`src/rtl/riscv_pkg.sv`:
```
// Shared RV32IM encoding constants, the format-class enum and the field bundle
// carried through the encoder pipeline.
package riscv_pkg;

  localparam logic [6:0] OP     = 7'b0110011;
  localparam logic [6:0] OP_IMM = 7'b0010011;
  localparam logic [6:0] LOAD   = 7'b0000011;
  localparam logic [6:0] STORE  = 7'b0100011;
  localparam logic [6:0] BRANCH = 7'b1100011;
  localparam logic [6:0] JAL    = 7'b1101111;
  localparam logic [6:0] JALR   = 7'b1100111;
  localparam logic [6:0] LUI    = 7'b0110111;
  localparam logic [6:0] AUIPC  = 7'b0010111;
  localparam logic [6:0] SYSTEM = 7'b1110011;

  localparam logic [31:0] NOP = 32'h00000013;

  typedef enum logic [2:0] {
    FMT_R, FMT_I, FMT_S, FMT_B, FMT_U, FMT_J, FMT_BAD
  } fmt_e;

  typedef struct packed {
    logic [6:0]  opcode;
    logic [4:0]  rd;
    logic [4:0]  rs1;
    logic [4:0]  rs2;
    logic [2:0]  func3;
    logic [6:0]  func7;
    logic [31:0] imm;
  } fields_t;

  // True when v is representable as a signed value of the given width.
  function automatic logic fits_signed(input logic [31:0] v, input int unsigned bits);
    logic [31:0] s;
    s = $signed(v) >>> (bits - 1);
    return (s == 32'h0) || (s == 32'hFFFF_FFFF);
  endfunction

endpackage

```
`src/rtl/instr_encoder_pack.sv`:
```
// Combinational format classification, immediate scatter and legality check.
// Illegal bundles come out as the canonical NOP word.
module instr_encoder_pack
  import riscv_pkg::*;
(
  input  fields_t     f,
  output logic [31:0] word,
  output logic        bad,
  output fmt_e        fmt
);

  logic [31:0] raw;
  logic        ok;
  logic        shift;
  logic        fits12;

  assign shift  = (f.opcode == OP_IMM) && ((f.func3 == 3'b001) || (f.func3 == 3'b101));
  assign fits12 = fits_signed(f.imm, 12);

  always_comb begin
    fmt = FMT_BAD;
    raw = NOP;
    ok  = 1'b0;
    case (f.opcode)
      OP: begin
        fmt = FMT_R;
        raw = {f.func7, f.rs2, f.rs1, f.func3, f.rd, f.opcode};
        ok  = (f.func7 == 7'b0000000) || (f.func7 == 7'b0000001) ||
              ((f.func7 == 7'b0100000) && ((f.func3 == 3'b000) || (f.func3 == 3'b101)));
      end
      OP_IMM: begin
        fmt = FMT_I;
        if (shift) begin
          raw = {f.func7, f.imm[4:0], f.rs1, f.func3, f.rd, f.opcode};
          ok  = ((f.func7 == 7'b0000000) ||
                 ((f.func7 == 7'b0100000) && (f.func3 == 3'b101))) &&
                (f.imm[31:5] == 27'd0);
        end else begin
          raw = {f.imm[11:0], f.rs1, f.func3, f.rd, f.opcode};
          ok  = fits12;
        end
      end
      LOAD: begin
        fmt = FMT_I;
        raw = {f.imm[11:0], f.rs1, f.func3, f.rd, f.opcode};
        ok  = fits12 && (f.func3 != 3'b011) && (f.func3 != 3'b110) && (f.func3 != 3'b111);
      end
      JALR: begin
        fmt = FMT_I;
        raw = {f.imm[11:0], f.rs1, f.func3, f.rd, f.opcode};
        ok  = fits12 && (f.func3 == 3'b000);
      end
      SYSTEM: begin
        fmt = FMT_I;
        raw = {f.imm[11:0], f.rs1, f.func3, f.rd, f.opcode};
        ok  = (f.rd == 5'd0) && (f.rs1 == 5'd0) && (f.func3 == 3'b000) &&
              ((f.imm == 32'd0) || (f.imm == 32'd1));
      end
      STORE: begin
        fmt = FMT_S;
        raw = {f.imm[11:5], f.rs2, f.rs1, f.func3, f.imm[4:0], f.opcode};
        ok  = fits12 && (f.func3 <= 3'b010);
      end
      BRANCH: begin
        fmt = FMT_B;
        raw = {f.imm[12], f.imm[10:5], f.rs2, f.rs1, f.func3, f.imm[4:1], f.imm[11], f.opcode};
        ok  = fits_signed(f.imm, 13) && !f.imm[0] &&
              (f.func3 != 3'b010) && (f.func3 != 3'b011);
      end
      LUI, AUIPC: begin
        fmt = FMT_U;
        raw = {f.imm[31:12], f.rd, f.opcode};
        ok  = (f.imm[11:0] == 12'd0);
      end
      JAL: begin
        fmt = FMT_J;
        raw = {f.imm[20], f.imm[10:1], f.imm[11], f.imm[19:12], f.rd, f.opcode};
        ok  = fits_signed(f.imm, 21) && !f.imm[0];
      end
      default: begin
        fmt = FMT_BAD;
        raw = NOP;
        ok  = 1'b0;
      end
    endcase
  end

  assign bad  = !ok;
  assign word = ok ? raw : NOP;

endmodule

```
`src/rtl/instr_encoder.sv`:
```
// Two-stage RV32IM instruction encoder: S1 holds the raw bundle, S2 the packed
// word. Owns the valid/ready handshake and the saturating reject counter.
module instr_encoder
  import riscv_pkg::*;
(
  input  logic        clk,
  input  logic        rst,
  input  logic        in_valid,
  output logic        in_ready,
  input  logic [6:0]  opcode,
  input  logic [4:0]  rd,
  input  logic [4:0]  rs1,
  input  logic [4:0]  rs2,
  input  logic [2:0]  func3,
  input  logic [6:0]  func7,
  input  logic [31:0] imm,
  output logic        out_valid,
  input  logic        out_ready,
  output logic [31:0] instr,
  output logic        illegal,
  output logic [15:0] illegal_count
);

  // Handshake: a transfer happens on an edge where valid && ready; valid never
  // depends on ready, and in_ready depends only on state and out_ready.
  fields_t     s1_q;
  logic        s1_valid;
  logic        s1_ready;
  logic        s2_advance;
  logic [15:0] cnt_q;
  logic [31:0] pack_word;
  logic        pack_bad;
  fmt_e        pack_fmt;
  fields_t     in_fields;

  assign in_fields     = '{opcode: opcode, rd: rd, rs1: rs1, rs2: rs2,
                           func3: func3, func7: func7, imm: imm};
  assign s2_advance    = !out_valid || out_ready;
  assign s1_ready      = !s1_valid || s2_advance;
  assign in_ready      = rst || s1_ready;
  assign illegal_count = cnt_q;

  instr_encoder_pack u_pack (
    .f    (s1_q),
    .word (pack_word),
    .bad  (pack_bad),
    .fmt  (pack_fmt)
  );

  always_ff @(posedge clk) begin
    if (rst) begin
      s1_valid  <= 1'b0;
      out_valid <= 1'b0;
      instr     <= NOP;
      illegal   <= 1'b0;
      cnt_q     <= 16'd0;
    end else begin
      if (s2_advance) begin
        out_valid <= s1_valid;
        if (s1_valid) begin
          instr   <= pack_word;
          illegal <= pack_bad;
          if (pack_bad && (cnt_q != 16'hFFFF)) cnt_q <= cnt_q + 16'd1;
        end
      end
      if (s1_ready) begin
        s1_valid <= in_valid;
        if (in_valid) s1_q <= in_fields;
      end
    end
  end

endmodule
```
`config.mk`:
```
export PLATFORM = sky130hd
export DESIGN_NAME = instr_encoder
export DESIGN_NICKNAME = d
export VERILOG_FILES = /design/src/rtl/riscv_pkg.sv /design/src/rtl/instr_encoder_pack.sv /design/src/rtl/instr_encoder.sv
export SDC_FILE = /design/constraint.sdc
export NUM_CORES = 1
export LEC_CHECK = 0
export ABC_CLOCK_PERIOD_IN_PS = 6320
export BUFFER_PORTS_ARGS = -buffer_cell sky130_fd_sc_hd__buf_2
export CORE_AREA = 2 2 122 124
export CTS_BUF_LIST = sky130_fd_sc_hd__clkbuf_8
export CTS_CLUSTER_SIZE = 30
export DETAILED_ROUTE_END_ITERATION = 8
export DIE_AREA = 0 0 124 126
export PLACE_DENSITY = 0.65
export SLEW_MARGIN = 10
export SYNTH_ARGS = -nofsm -noshare
export SYNTH_HDL_FRONTEND = slang
export SYNTH_SLANG_ARGS = --single-unit
```
`constraint.sdc`:
```
create_clock -name clk -period 6.32 [get_ports clk]
set_input_delay 0.632 -clock clk [delete_from_list [all_inputs] [get_ports clk]]
set_output_delay 0.632 -clock clk [all_outputs]
set_load 0.005 [all_outputs]
```
==> metrics.yaml, run 1 <==
finClkSkew_ns: 0.01024
syn_area_um2: 4891
syn_nets: 517
grt_max_degree: 65
grt_first_pass_wirelength_mm: 20.49
cts_buffer_depth: 2
antenna_found_initial: 0
die_w_um: 124
pin_count: 119
ctsResizeCount: 0
htree_levels: 4
post_cts_buffers: 0
fmaxAchievable_mhz: 272.0
synth_xor_area_frac: 0.003581
drive_gt1_frac: 0.2889
cp.required_ns: 6.59
tns_ns: 0
cts-buffers-inserted: 17
ys_seq_area_frac: 0.6017
fin_crit_ns: 3.677
status: "finished, final reports clean"
worstPathMaxFanout: 26
drt_iter0_markers: 520
layout.nets: 634
async_reset_ff_frac: 0
grt_pass1_vias: 3846
cts_tree: "built"
clkLatencyLatePin_ns: 0.44
power.density_nw_per_um2: 269.0
fin_hold_ws_ns: 0.3619
drtAntennaViolNets: 0
slew_viol_final: 0
grt_setup_unrepaired: "no"
grt_use_total: 0.1751
antennaDiodeCount: 0
gp_congestion: 0.8764
hpwl_mm: 9.678
synthMuxAreaShare: 0.02277
synth-compound-area-share: 0.1297
clk_pin_slew_ns: 0.07
rows: 44
routed-via-count: 4062
hp-class: "primary input to flip-flop"
hold_buffers: 0
finalHoldViolCount: 0
syn-instance-count: 448
syn_to_final_growth_pct: 23.07
synth_fa_ha_area_frac: 0.002558
crit_type: "flip-flop to flip-flop"
synth-edff-count: 64
ys_ff_latch: 115
relSlewSlack: 0.2906
synth_warnings: 0
cts-root-buf: "clkbuf_8"
synthFlopType: "edfxtp_1"
tightest_slew_ns: 1.064
clock_sinks: 115
port_buffers: 118
yosys.area.top_type: "edfxtp_1"
drc: 0
synth_top_family_by_area: "simple AND/OR/NAND/NOR gates"
max-vdd-ir-drop_v: 0.0001322
setup_viol: 0
start_kind: "flip-flop"
ys_types: 53
synth_area_leaders: "edfxtp_1, dfxtp_1, nor2_1"
finalCritPeriodShare: 0.5818
avgViaCountPerCell: 5.331
start_util: 0.3417
drtPass1Iterations: 5
post_drt_wl_per_cell_um: 17.34
dp_cells: 730
die_height_um: 126
syn_avg_cell_area_um2: 10.92
maxCapViolations: 0
leakage_uw: 0.002317
pre_cts_ws_ns: 2.697
die_area_um2: 15620
core_area_um2: 14310
yosys.area_share.simple: 0.2075
gr-total-overflow: 0
synth_top_area_frac: 0.3929
fin_cells: 762
cp.arrival_ns: 3.95
worst_slack_ns: 2.643
cp-end-kind: "flip-flop"
drt_wl_total_mm: 13.22
## cells by family after synthesis
logic type / after synthesis
simple gates: 198
flops: 115
xor+xnor: 2
compound gates: 89
mux: 10
buf+inv: 33
fa+ha+maj: 1
## stage by stage
stage	utilization	instance area [µm²]	total power, µW
finish	0.4205	6020	1619
global route	0.4205	6020	1690
CTS	0.4205	6020	1641
detailed placement	0.3937	5635	968.5
global placement	0.3937	5635	964.9
floorplan	-	4891	913.3
## cell type report
cell class	count	area (µm²)
timing repair buffer	123	628.1
fill	1414	8294
clock inverter	15	150.1
clock buffer	17	234.0
sequential	115	2943
tap	184	230.2
multi-input combinational	300	1804
inverter	8	30.03
## cells in the mapped netlist (all sizes together), types with 12 or more instances
cell    number
dfxtp       51
nor4        13
edfxtp      64
a221oi      12
a21oi       29
nand2       30
nor2        51
nand3       16
nor2b       13
nor3        30
clkbuf      17
nand4       12
## worst max-delay path, stage by stage (launching register included)
cell	delay, ns
edfxtp_1	0.60
and4b_4	0.33
and4_1	0.25
o211ai_1	0.12
o311ai_1	0.12
or4b_1	0.92
o21ai_2	0.99
nor3_1	0.15
## final timing paths
path | to | start | cells past startpoint | slack (ns)
min | s1_q[41] | func3[2] | 1 | 0.36
min reg2reg | instr[0] | instr[0] | 1 | 0.45
max reg2reg | instr[17] | s1_q[63] | 7 | 2.64
max | instr[17] | s1_q[63] | 7 | 2.64
## state kept, by name, summed over array words and instances (netlist names)
name / flops
out_valid: 1
illegal: 1
s1_q: 64
s1_valid: 1
illegal_count: 16
instr: 32
## metal layers
layer	share of wire	vias up	routed length [µm]	track usage
met2	0.49	162	6452	0.2780
met4	0.016	0	214	0.05816
met5	0	-	0	0
li1	-	1955	-	-
met3	0.065	18	859	0.06024
met1	0.43	1927	5688	0.2231
## power breakdown
part | switching (µW) | internal, µW
clock network | 289 | 378
registers | 26.7 | 822
logic | 58.2 | 44.3
total | 374 | 1250
## cells in the final DEF, fill, tap and decap left out, types with 13 or more instances in the layout
cell      instances
a21oi_1          28
buf_2           118
clkbuf_8         17
dfxtp_1          51
edfxtp_1         64
nand2_1          30
nand3_1          16
nor2_1           51
nor3_1           30
nor4_1           13
Note: power is estimated with default switching activity, not from simulation.
==> inputs of run 2 (changes only) <==
--- a/config.mk
+++ b/config.mk
@@ -5,7 +5,7 @@
 export SDC_FILE = /design/constraint.sdc
 export NUM_CORES = 1
 export LEC_CHECK = 0
-export ABC_CLOCK_PERIOD_IN_PS = 6320
+export ABC_CLOCK_PERIOD_IN_PS = 3600
 export BUFFER_PORTS_ARGS = -buffer_cell sky130_fd_sc_hd__buf_2
 export CORE_AREA = 2 2 122 124
 export CTS_BUF_LIST = sky130_fd_sc_hd__clkbuf_8
==> constraint.sdc (replaced) <==
create_clock -name clk -period 3.6 [get_ports clk]
set_input_delay 0.36 -clock clk [delete_from_list [all_inputs] [get_ports clk]]
set_output_delay 0.36 -clock clk [all_outputs]
set_load 0.005 [all_outputs]
==> run 2 against run 1 <==
  * Combinational power is 84% higher
  * Count of clock-buffer cells in the layout did not move
  * First-iteration DRC count decreased by 12%
  * Largest cell class unchanged
  * Global-route usage fell by 0.45 points
  * Critical path depth unchanged
  * Sequential power rose by 76%
  * Maximum frequency rose by 12%
  * Non-clock buffer count increased by 6
  * Power increased by 76%
==> metrics.yaml, run 2 (synthesis results as in run 1) <==
status: "finished, final reports clean"  # unchanged
wl_met2_mm: 6.337  # was 6.452 mm
layout.nets: 640  # was 634
drtAntennaViolNets: 0  # unchanged
clk_pin_slew_ns: 0.07  # about the same
drtPass1Iterations: 6  # was 5
cp.arrival_ns: 3.60  # was 3.95 ns
drt_wl_total_mm: 13.14  # was 13.22 mm
grt_pass1_vias: 3903  # was 3846
clock_sinks: 115  # unchanged
cts_buffer_depth: 2  # unchanged
drt_iter0_markers: 456  # was 520
pin_count: 119  # unchanged
dp_cells: 736  # was 730
avgViaCountPerCell: 5.406  # was 5.331
gp_congestion: 0.9045  # was 0.8764
drc: 0  # unchanged
wl_met3_um: 905  # was 859 µm
max-vdd-ir-drop_v: 0.0001997  # was 0.0001322 V
leakage_uw: 0.002343  # was 0.002317 µW
start_util: 0.3417  # unchanged
antenna_found_initial: 0  # unchanged
regMostFlops: "s1_q"  # unchanged
grt_first_pass_wirelength_mm: 20.09  # was 20.49 mm
final_common_cell: "buf_2"  # unchanged
die_w_um: 124  # unchanged
hp-class: "primary input to flip-flop"  # unchanged
htree_levels: 4  # unchanged
finalHoldViolCount: 0  # unchanged
holdPathStages: 1  # unchanged
port_buffers: 118  # unchanged
whs_endpoint: "s1_q[41]"  # unchanged
r2r.worst_path.cells: 7  # unchanged
setup_viol: 0  # unchanged
final_util: 0.4239  # was 0.4205
ctsResizeCount: 0  # unchanged
worst_slack_ns: 0.3154  # was 2.643 ns
die_height_um: 126  # unchanged
grt_max_degree: 65  # unchanged
fmaxAchievable_mhz: 304.4  # was 272.0 MHz
clkLatencyLatePin_ns: 0.43  # was 0.44 ns
post_cts_buffers: 0  # unchanged
hold_path_startpoint: "func3[2]"  # unchanged
antennaDiodeCount: 0  # unchanged
fin_crit_ns: 3.285  # was 3.677 ns
crit_type: "flip-flop to flip-flop"  # unchanged
reg2reg_to: "illegal_count[5]"  # was instr[17]
cts-buffers-inserted: 17  # unchanged
largest_reg_flops: 64  # unchanged
finClkSkew_ns: 0.008643  # was 0.01024 ns
r2r_slack_ns: 0.32  # was 2.64 ns
post_drt_wl_per_cell_um: 17.11  # was 17.34 µm
finalCritPeriodShare: 0.9124  # was 0.5818
routed-via-count: 4152  # was 4062
die_area_um2: 15620  # unchanged
cp.required_ns: 3.92  # was 6.59 ns
syn_to_final_growth_pct: 24.05  # was 23.07%
hold_buffers: 0  # unchanged
worstPathMaxFanout: 26  # unchanged
gr-total-overflow: 0  # unchanged
tns_ns: 0  # unchanged
power.density_nw_per_um2: 468.5  # was 269.0 nW/µm²
slew_viol_final: 0  # unchanged
cts_tree: "built"  # unchanged
cts-root-buf: "clkbuf_8"  # unchanged
tightest_slew_ns: 0.9025  # was 1.064 ns
rows: 44  # unchanged
pre_cts_ws_ns: 0.4017  # was 2.697 ns
fin_cells: 768  # was 762
top_layer: "met4"  # unchanged
maxCapViolations: 0  # unchanged
cp-end-kind: "flip-flop"  # unchanged
relSlewSlack: 0.3983  # was 0.2906
start_kind: "flip-flop"  # unchanged
fin_hold_ws_ns: 0.1039  # was 0.3619 ns
final_cell_mix: "buf_2, edfxtp_1, nor2_1, dfxtp_1"  # unchanged
grt_use_total: 0.1707  # was 0.1751
core_area_um2: 14310  # unchanged
drive_gt1_frac: 0.2962  # was 0.2889
met1Wirelength_mm: 5.643  # was 5.688 mm
r2r_start: "s1_q[61]"  # was s1_q[63]
hpwl_mm: 9.787  # was 9.678 mm
grt_setup_unrepaired: "no"  # unchanged
-- run 2: cell types whose count changed in the layout (fill, tap and decap cells not counted) --
| cell | before | now |
|---|---|---|
| buf_4 | 5 | 11 |
| clkinvlp_4 | 2 | 3 |
| clkinv_2 | 6 | 5 |
-- run 2: critical path: stages (launching register included) --
cell and delay (ns):
edfxtp_1 0.62, and4b_4 0.29, and4_1 0.25, o211ai_1 0.12
o311ai_1 0.12, or4b_1 0.93, nor4_1 0.45, mux2_2 0.38
-- run 2: how the worst max path moves through the flow --
stage	cells past startpoint	end	start	slack [ns]
finish	7	illegal_count[5]	s1_q[61]	0.32
global route	7	illegal_count[5]	s1_q[61]	0.21
CTS	7	illegal_count[5]	s1_q[61]	0.38
detailed placement	7	illegal_count[5]	s1_q[61]	0.40
global placement	7	illegal_count[5]	s1_q[61]	0.46
floorplan	3	s1_q[0]	rst	0.84
-- run 2: where the power goes --
part,leakage [µW],internal (µW),switching (µW)
sequential,0.00102,1440,43.2
combinational,0.00113,80.8,107
clock,0.000202,666,501
-- run 2: stage by stage --
step	instance area, µm²	total power, µW
finish	6067	2842
global route	6067	2962
CTS	6067	2879
detailed placement	5680	1704
global placement	5680	1699
floorplan	4895	1602
-- run 2: routing by layer --
metal / global-route usage / vias up
met2: 0.2686 / 180
met4: 0.07138 / 0
met3: 0.04801 / 19
met1: 0.2200 / 1981
met5: 0 / -
li1: - / 1972
-- run 2: cell type report --
cell class,count,area (µm²)
clock buffer,17,234.0
clock inverter,15,152.6
fill,1409,8247
inverter,8,30.03
multi-input combinational,300,1804
sequential,115,2943
tap,184,230.2
timing repair buffer,129,673.1
